--- src/rtl/pes_serial_pkg.sv ---
// Shared definitions for the 4-bit serial shift link.
// Used by the PISO transmitter and the matching SIPO receiver.
package pes_serial_pkg;

  typedef enum logic {
    IDLE,
    SHIFT
  } pes_piso_state_e;

  localparam int PES_LINK_WIDTH = 4;

  // MSB_FIRST setting that selects LSB-first order on the link
  localparam bit PES_LSB_FIRST = 1'b0;

endpackage

--- src/rtl/pes_bit_cnt.sv ---
// Modulo-WIDTH bit counter with sync clear, enable and terminal count.
// Ports: clk, rst (sync, active-high), clr, en -> cnt, tc (cnt==WIDTH-1).
module pes_bit_cnt #(
  parameter int WIDTH = 4
) (
  input  logic                     clk,
  input  logic                     rst,
  input  logic                     clr,
  input  logic                     en,
  output logic [$clog2(WIDTH)-1:0] cnt,
  output logic                     tc
);

  localparam int CW = $clog2(WIDTH);

  assign tc = (cnt == CW'(WIDTH - 1));

  always_ff @(posedge clk) begin
    if (rst || clr) begin
      cnt <= '0;
    end else if (en) begin
      if (tc) begin
        cnt <= '0;
      end else begin
        cnt <= cnt + CW'(1);
      end
    end
  end

endmodule

--- src/rtl/pes_piso.sv ---
// Parallel-in serial-out transmitter for the serial shift link.
// Ports: clk, rst, load_valid/load_data/load_ready, shift_en -> sout,
// sout_valid, frame_start, frame_last, busy.
module pes_piso
  import pes_serial_pkg::*;
#(
  parameter int WIDTH     = PES_LINK_WIDTH,
  parameter bit MSB_FIRST = PES_LSB_FIRST
) (
  input  logic             clk,
  input  logic             rst,
  input  logic             load_valid,
  input  logic [WIDTH-1:0] load_data,
  output logic             load_ready,
  input  logic             shift_en,
  output logic             sout,
  output logic             sout_valid,
  output logic             frame_start,
  output logic             frame_last,
  output logic             busy
);

  localparam int CW = $clog2(WIDTH);

  pes_piso_state_e  state;
  pes_piso_state_e  state_nxt;
  logic [WIDTH-1:0] shreg;
  logic [WIDTH-1:0] shreg_nxt;
  logic [CW-1:0]    cnt;
  logic             last;
  logic             adv;
  logic             accept;

  assign adv = (state == SHIFT) && shift_en;

  // Ready on the last bit lets the next word follow with no gap
  assign load_ready = !rst &&
                      ((state == IDLE) || (last && adv));
  assign accept = load_valid && load_ready;

  pes_bit_cnt #(
    .WIDTH(WIDTH)
  ) u_cnt (
    .clk(clk),
    .rst(rst),
    .clr(accept),
    .en (adv),
    .cnt(cnt),
    .tc (last)
  );

  always_ff @(posedge clk) begin
    if (rst) begin
      state <= IDLE;
      shreg <= '0;
    end else begin
      state <= state_nxt;
      shreg <= shreg_nxt;
    end
  end

  // Zero fill keeps sout low once the block falls back to IDLE
  always_comb begin
    state_nxt = state;
    shreg_nxt = shreg;
    if (accept) begin
      state_nxt = SHIFT;
      shreg_nxt = load_data;
    end else if (adv) begin
      if (last) begin
        state_nxt = IDLE;
        shreg_nxt = '0;
      end else if (MSB_FIRST) begin
        shreg_nxt = shreg << 1;
      end else begin
        shreg_nxt = shreg >> 1;
      end
    end
  end

  assign sout        = MSB_FIRST ? shreg[WIDTH-1] : shreg[0];
  assign sout_valid  = (state == SHIFT);
  assign busy        = (state == SHIFT);
  assign frame_start = (state == SHIFT) && (cnt == '0);
  assign frame_last  = last;

endmodule

--- config.mk ---
export PLATFORM = sky130hd
export DESIGN_NAME = pes_piso
export DESIGN_NICKNAME = d
export VERILOG_FILES = /design/src/rtl/pes_serial_pkg.sv /design/src/rtl/pes_bit_cnt.sv /design/src/rtl/pes_piso.sv
export SDC_FILE = /design/constraint.sdc
export NUM_CORES = 1
export LEC_CHECK = 0
export BUFFER_PORTS_ARGS = -buffer_cell sky130_fd_sc_hd__buf_4
export CORE_AREA = 3 3 40 42
export CTS_BUF_LIST = sky130_fd_sc_hd__clkbuf_16
export CTS_CLUSTER_DIAMETER = 80
export DETAILED_ROUTE_END_ITERATION = 6
export DIE_AREA = 0 0 43 45
export GPL_ROUTABILITY_DRIVEN = 0
export HOLD_SLACK_MARGIN = 0.08
export PLACE_DENSITY = 0.61
export SLEW_MARGIN = 20
export SYNTH_ARGS = -nofsm -noshare
export SYNTH_HDL_FRONTEND = slang
export SYNTH_HIERARCHICAL = 1
export SYNTH_SLANG_ARGS = --single-unit
--- constraint.sdc ---
create_clock -name clk -period 1.3 [get_ports clk]
set_input_delay 0.26 -clock clk [delete_from_list [all_inputs] [get_ports clk]]
set_output_delay 0.26 -clock clk [all_outputs]
set_load 0.005 [all_outputs]
==> run_results.csv, run 1 <==
group,metric,value,unit
status,violations,"setup timing",
synthesis,async_reset_ff_share,0,%
clock_network,clk_latency,230,ps
timing,worstMarginPinSlew,196.8,ps
layout,fillers,126,
die,chipWidth,43,µm
layout,drive_above_1_share,50.72,%
flow_run,max_cap_violations,0,
power_and_ir_drop,p_leak,0.3235,nW
min_path,hp-class,"input pin to flop",
layout,area_growth,70.50,%
die,core-area,1285,µm²
synthesis,synth.area.top_cells,"dfxtp_1 (35%), nor2b_1 (6.2%), a211oi_1 (5.6%)",
route,via_per_inst,4.952,
layout,layout_commonest_cell,"buf_4",
timing,setup_violations,1,
clock_network,cts_buffers,3,
global_route,use_met1,13.56,%
critical_path,r2r_cells,4,
critical_path,critPathMaxFanout,2,
global_route,grt_max_degree,11,
synthesis,synthesis.instances,46,
status,status,"finished with violations",
route,drc,0,
timing,rsz0062_at_grt,"yes",
critical_path,cp-start-kind,"flop",
layout,mostFrequentLayoutCells,"buf_4 (19), nor2_1 (5), dfxtp_1 (4)",
timing,finClkSkew,1.196,ps
global_route,grt_pass1_vias,445,
clock_network,htreeDepth,1,
min_path,hold_depth,2,
synthesis,ys_types,22,
clock_network,cts_tree,"built",
power_and_ir_drop,vdd_drop_max,0.8574,mV
synthesis,ys_seq_area_share,34.78,%
die,fp.dieH,45,µm
critical_path,required,1040,ps
global_route,grt-ovfl-total,0,
route,wl_per_cell,13.06,µm
die,row_count,13,
synthesis,ys_ff_latch,7,
synthesis,synth_edf_count,0,
layout,stdcell_count,84,
global_route,grtUsageTotal,13.59,%
critical_path,critPathKind,"flop to output pin",
critical_path,end_kind,"output pin",
synthesis,synth_flop_cell,"dfxtp_1",
synthesis,syn_nets,55,
route,drtPass1Iterations,2,
layout,fin_area,686.9,µm²
timing,hold_viol_final,0,
timing,slew-limit-headroom,86.80,%
synthesis,yosys.area.top_type,"dfxtp_1",
clock_network,clock_sinks,7,
clock_network,cts.reportedPaths.clkPinSlew,40,ps
global_route,grt_most_used_layer,"met2",
timing,drv_slew,0,
timing,period_needed,1404,ps
placed_design,placed_cell_area,545.5,µm²
die,die_area,1935,µm²
clock_network,root_buffer,"clkbuf_16",
route,wl,1097,µm
timing,worst_slack,-104.3,ps
global_route,grtUsageMet2,22.46,%
global_route,gr-usage-met3,6.773,%
synthesis,synth_top_area_share,34.78,%
power_and_ir_drop,p_per_area,1320,nW/µm²
route,vias,416,
timing,max_freq,712.1,MHz
placed_design,dp_cells,78,
layout,antennaDiodeCount,0,
synthesis,yosysWarningCount,6,
route,first_iter_violations,1,
route,detail-route-antenna-nets,0,
placed_design,portBuffers,13,
die,io_pins,14,
timing,finalCritPeriodShare,108.0,%
synthesis,syn_area,402.9,µm²
global_route,antenna_found_initial,0,
clock_network,cts_buffer_depth,2,
die,start_util,31.35,%
synthesis,synth_area_per_cell,8.758,µm²
critical_path,reg2reg_setup_slack,0,ps
layout,nets,79,
global_route,grt_pass1_wl,1890,µm
critical_path,arrival,1140,ps
==> cell usage after synthesis, types with 2 or more instances <==
library cell  number
dfxtp_1            7
nor2_1             5
nor2b_1            4
a211oi_1           3
nand2_1            3
nand3_1            3
o21ai_0            3
inv_1              2
mux2i_1            2
or3b_1             2
==> layout make-up <==
| class | instances | area, µm² | share of cell area, % |
|---|---|---|---|
| sequential | 7 | 146.4 | 21.31 |
| inverter | 2 | 7.507 | 1.093 |
| multi-input combinational | 35 | 270.3 | 39.34 |
| tap | 15 | 18.77 | 2.732 |
| clock buffer | 3 | 75.07 | 10.93 |
| timing repair buffer | 21 | 165.2 | 24.04 |
| clock inverter | 1 | 3.754 | 0.5464 |
==> metal layers <==
| metal | part of all wire, % | vias to the layer above |
|---|---|---|
| li1 | - | 211 |
| met1 | 42 | 190 |
| met2 | 49 | 10 |
| met3 | 5.9 | 5 |
| met4 | 2.6 | 0 |
| met5 | 0 | - |
==> worst paths after layout <==
| kind | endpoint | start |
|---|---|---|
| worst max-delay path | load_ready | u_cnt/cnt[0] |
| worst min-delay path | busy | rst |
| worst max register to register | u_cnt/cnt[0] | u_cnt/cnt[0] |
| worst min register to register | shreg[1] | shreg[1] |
==> sequential cells by signal, indices dropped and copies added, names as in the netlist <==
signal     cells
shreg          4
u_cnt/cnt      2
busy           1
==> worst max-delay path, cell delays in order (launching register included) <==
cell and delay [ps]:
dfxtp_2 330, ha_4 160, a21bo_4 200, nor2b_4 120
buf_6 110
==> power breakdown <==
group	total, W	switching, W	internal [W]
registers	0.000242	0.0000107	0.000231
logic	0.000141	0.0000564	0.0000851
clock network	0.000523	0.000123	0.000401
==> cells by family (layout without fill, tap and decap cells) <==
family                     after synthesis  count (layout)  share of synthesized area (%)
DFF                                      7               7                          34.78
AOI/OAI and AO/OA                       10              10                          18.94
buffers and inverters                    4              27                          6.523
adders and majority gates                1               1                          3.105
and+or+nand+nor                         21              21                          27.95
muxes                                    3               3                          8.695
==> repair_timing <==
action                     4_1_cts  5_1_grt
hold buffers                     0        0
hold endpoints to repair         0        0
setup endpoints to repair        3        3
setup buffers                    3        0
gates resized for setup          6        6
pin swaps                        2        2
==> through the flow <==
step,power (W),hold WS [ps],setup slack (ps),setup TNS [ps],utilization (%)
4_1_cts,0.0009068,260.2,-139.0,-139.0,51.41
2_1_floorplan,0.0003077,324.6,60.33,0,-
6_report,0.0009069,286.3,-104.3,-104.3,53.46
3_3_place_gp,0.0003656,490.3,62.49,0,42.45
5_1_grt,0.0009519,291.5,-136.6,-158.1,53.46
3_5_place_dp,0.0003666,496.9,48.51,0,42.45
(Power assumes the default switching activity.)
==> run 2: changes to the inputs <==
--- a/config.mk
+++ b/config.mk
@@ -14,4 +14,5 @@
 export GPL_ROUTABILITY_DRIVEN = 0
 export HOLD_SLACK_MARGIN = 0.08
+export MAX_ROUTING_LAYER = met4
 export PLACE_DENSITY = 0.61
 export SLEW_MARGIN = 20
==> constraint.sdc (replaced) <==
create_clock -name clk -period 1.3 [get_ports clk]
set_input_delay 0.13 -clock clk [delete_from_list [all_inputs] [get_ports clk]]
set_output_delay 0.13 -clock clk [all_outputs]
set_load 0.005 [all_outputs]
==> run 2 against run 1 <==
  * The flow now finishes without violations
  * Total power down 2.0%
  * Final cell count down 2.4%
  * First-iteration DRC count up 100%
  * Clock-buffer cell count unchanged
  * Flip-flop and latch count unchanged
  * Clock power down 1%
  * Highest routed layer unchanged
  * Setup slack better by 110 ps
  * Global-route usage down 1.3 points
  * Register-to-register slack better by 50 ps
  * Worst hold slack worse by 130 ps
==> run_results.csv, run 2 (same netlist as run 1, synthesis figures left out) <==
group,metric,value,unit
layout,finalCoreUtilization,51.31,%
global_route,grtUsageTotal,12.26,%
critical_path,critPathKind,"flop to output pin",
global_route,grt_pass1_wl,1607,µm
placed_design,dp_hpwl,727.6,µm
critical_path,end_kind,"output pin",
clock_network,cts_buffers,3,
global_route,grt_max_degree,11,
die,io_pins,14,
timing,fin_setup_tns,0,ps
layout,area_growth,63.66,%
clock_network,cts_tree,"built",
die,chipWidth,43,µm
layout,fillers,126,
flow_run,max_cap_violations,0,
timing,rsz0062_at_grt,"yes",
power_and_ir_drop,p_per_area,1348,nW/µm²
die,row_count,13,
timing,period_needed,1297,ps
timing,finalCritPeriodShare,99.74,%
layout,largest_register_ffs,4,
timing,max_freq,771.3,MHz
layout,mostFrequentLayoutCells,"buf_4 (18), nor2_1 (5), dfxtp_1 (5)",
route,wl,1021,µm
die,start_util,31.35,%
timing,hold_viol_final,0,
critical_path,rr_endpoint,"u_cnt/cnt[0]",
timing,setup_violations,0,
power_and_ir_drop,vdd_drop_max,0.5969,mV
layout,drive_above_1_share,44.78,%
status,status,"finished clean",
die,core-area,1285,µm²
timing,finClkSkew,0.5404,ps
critical_path,arrival,1170,ps
global_route,grt_pass1_vias,358,
route,wl_per_cell,12.45,µm
layout,layout_commonest_cell,"buf_4",
clock_network,cts.reportedPaths.clkPinSlew,40,ps
timing,worstMarginPinSlew,202.1,ps
critical_path,r2r_start,"u_cnt/cnt[0]",
clock_network,clock_sinks,7,
critical_path,reg2reg_setup_slack,50,ps
min_path,hp-class,"input pin to flop",
timing,drv_slew,0,
min_path,worstHoldEndpoint,"u_cnt/cnt[0]",
route,drc,0,
die,die_area,1935,µm²
layout,regMostFlops,"shreg",
placed_design,portBuffers,13,
route,vias,398,
clock_network,htreeDepth,1,
die,fp.dieH,45,µm
route,via_per_inst,4.854,
critical_path,cp-start-kind,"flop",
clock_network,root_buffer,"clkbuf_16",
critical_path,critPathMaxFanout,3,
layout,antennaDiodeCount,0,
layout,nets,77,
route,drtPass1Iterations,4,
critical_path,r2r_cells,6,
timing,slew-limit-headroom,86.48,%
route,detail-route-antenna-nets,0,
min_path,hold_depth,2,
route,first_iter_violations,2,
critical_path,required,1170,ps
clock_network,clk_latency,230,ps
global_route,grt-ovfl-total,0,
power_and_ir_drop,p_leak,0.3062,nW
global_route,antenna_found_initial,0,
min_path,min_from,"rst",
clock_network,cts_buffer_depth,2,
run 2: what timing repair did:
action,CTS,global route
pin swaps,2,2
hold buffers,0,0
endpoints found under the setup margin,1,2
buffers inserted,2,0
resized for setup,5,4
run 2: worst max-delay path by stage:
stage,from,to,slack (ps)
after floorplan,busy,u_cnt/cnt[0],60
after global placement,u_cnt/cnt[0],u_cnt/cnt[1],80
after detailed placement,u_cnt/cnt[0],u_cnt/cnt[1],80
after CTS,u_cnt/cnt[0],load_ready,-30
after global routing,u_cnt/cnt[0],load_ready,-20
final,u_cnt/cnt[0],load_ready,3
run 2: worst max-delay path, stage by stage, from the launching register on:
cell and delay (ps):
dfxtp_4 350, ha_4 160, a21bo_4 200, nor2b_4 120, buf_6 110
run 2: power breakdown:
part	leakage, nW	switching (W)	internal, W
logic	0.205	0.0000534	0.0000783
clock network	0.0423	0.000116	0.000400
registers	0.0590	0.0000105	0.000231
total	0.306	0.000180	0.000709
run 2: through the flow:
step           power [W]  hold slack (ps)  cells  instance area, µm²  setup slack [ps]
2_1_floorplan  0.0003077            194.6     46               402.9             60.33
3_3_place_gp   0.0003613            383.2     76               530.5             81.59
3_5_place_dp   0.0003628            386.3     76               530.5             82.49
4_1_cts        0.0008938            135.6     82               641.9            -25.99
5_1_grt        0.0009314            158.1     82               659.4            -21.46
6_report       0.0008891            160.1     82               659.4             3.404
run 2: final cells by class:
type	instances	area, µm²	share of cell area [%]
Timing Repair Buffer	19	146.4	22.20
Clock inverter	1	3.754	0.5693
Clock buffer	3	75.07	11.39
Inverter	2	7.507	1.139
Multi-Input combinational cell	35	262.8	39.85
Sequential cell	7	145.1	22.01
Tap cell	15	18.77	2.846
run 2: metal layers:
layer  vias up  GRT usage [%]  part of all wire [%]  wire, µm
met1       182          13.01                    45       458
met4         0          12.65                   2.9        30
met2         9          18.26                    47       483
li1        205              -                     -         -
met3         2          2.789                   4.7        48
met5         -              -                     0         0
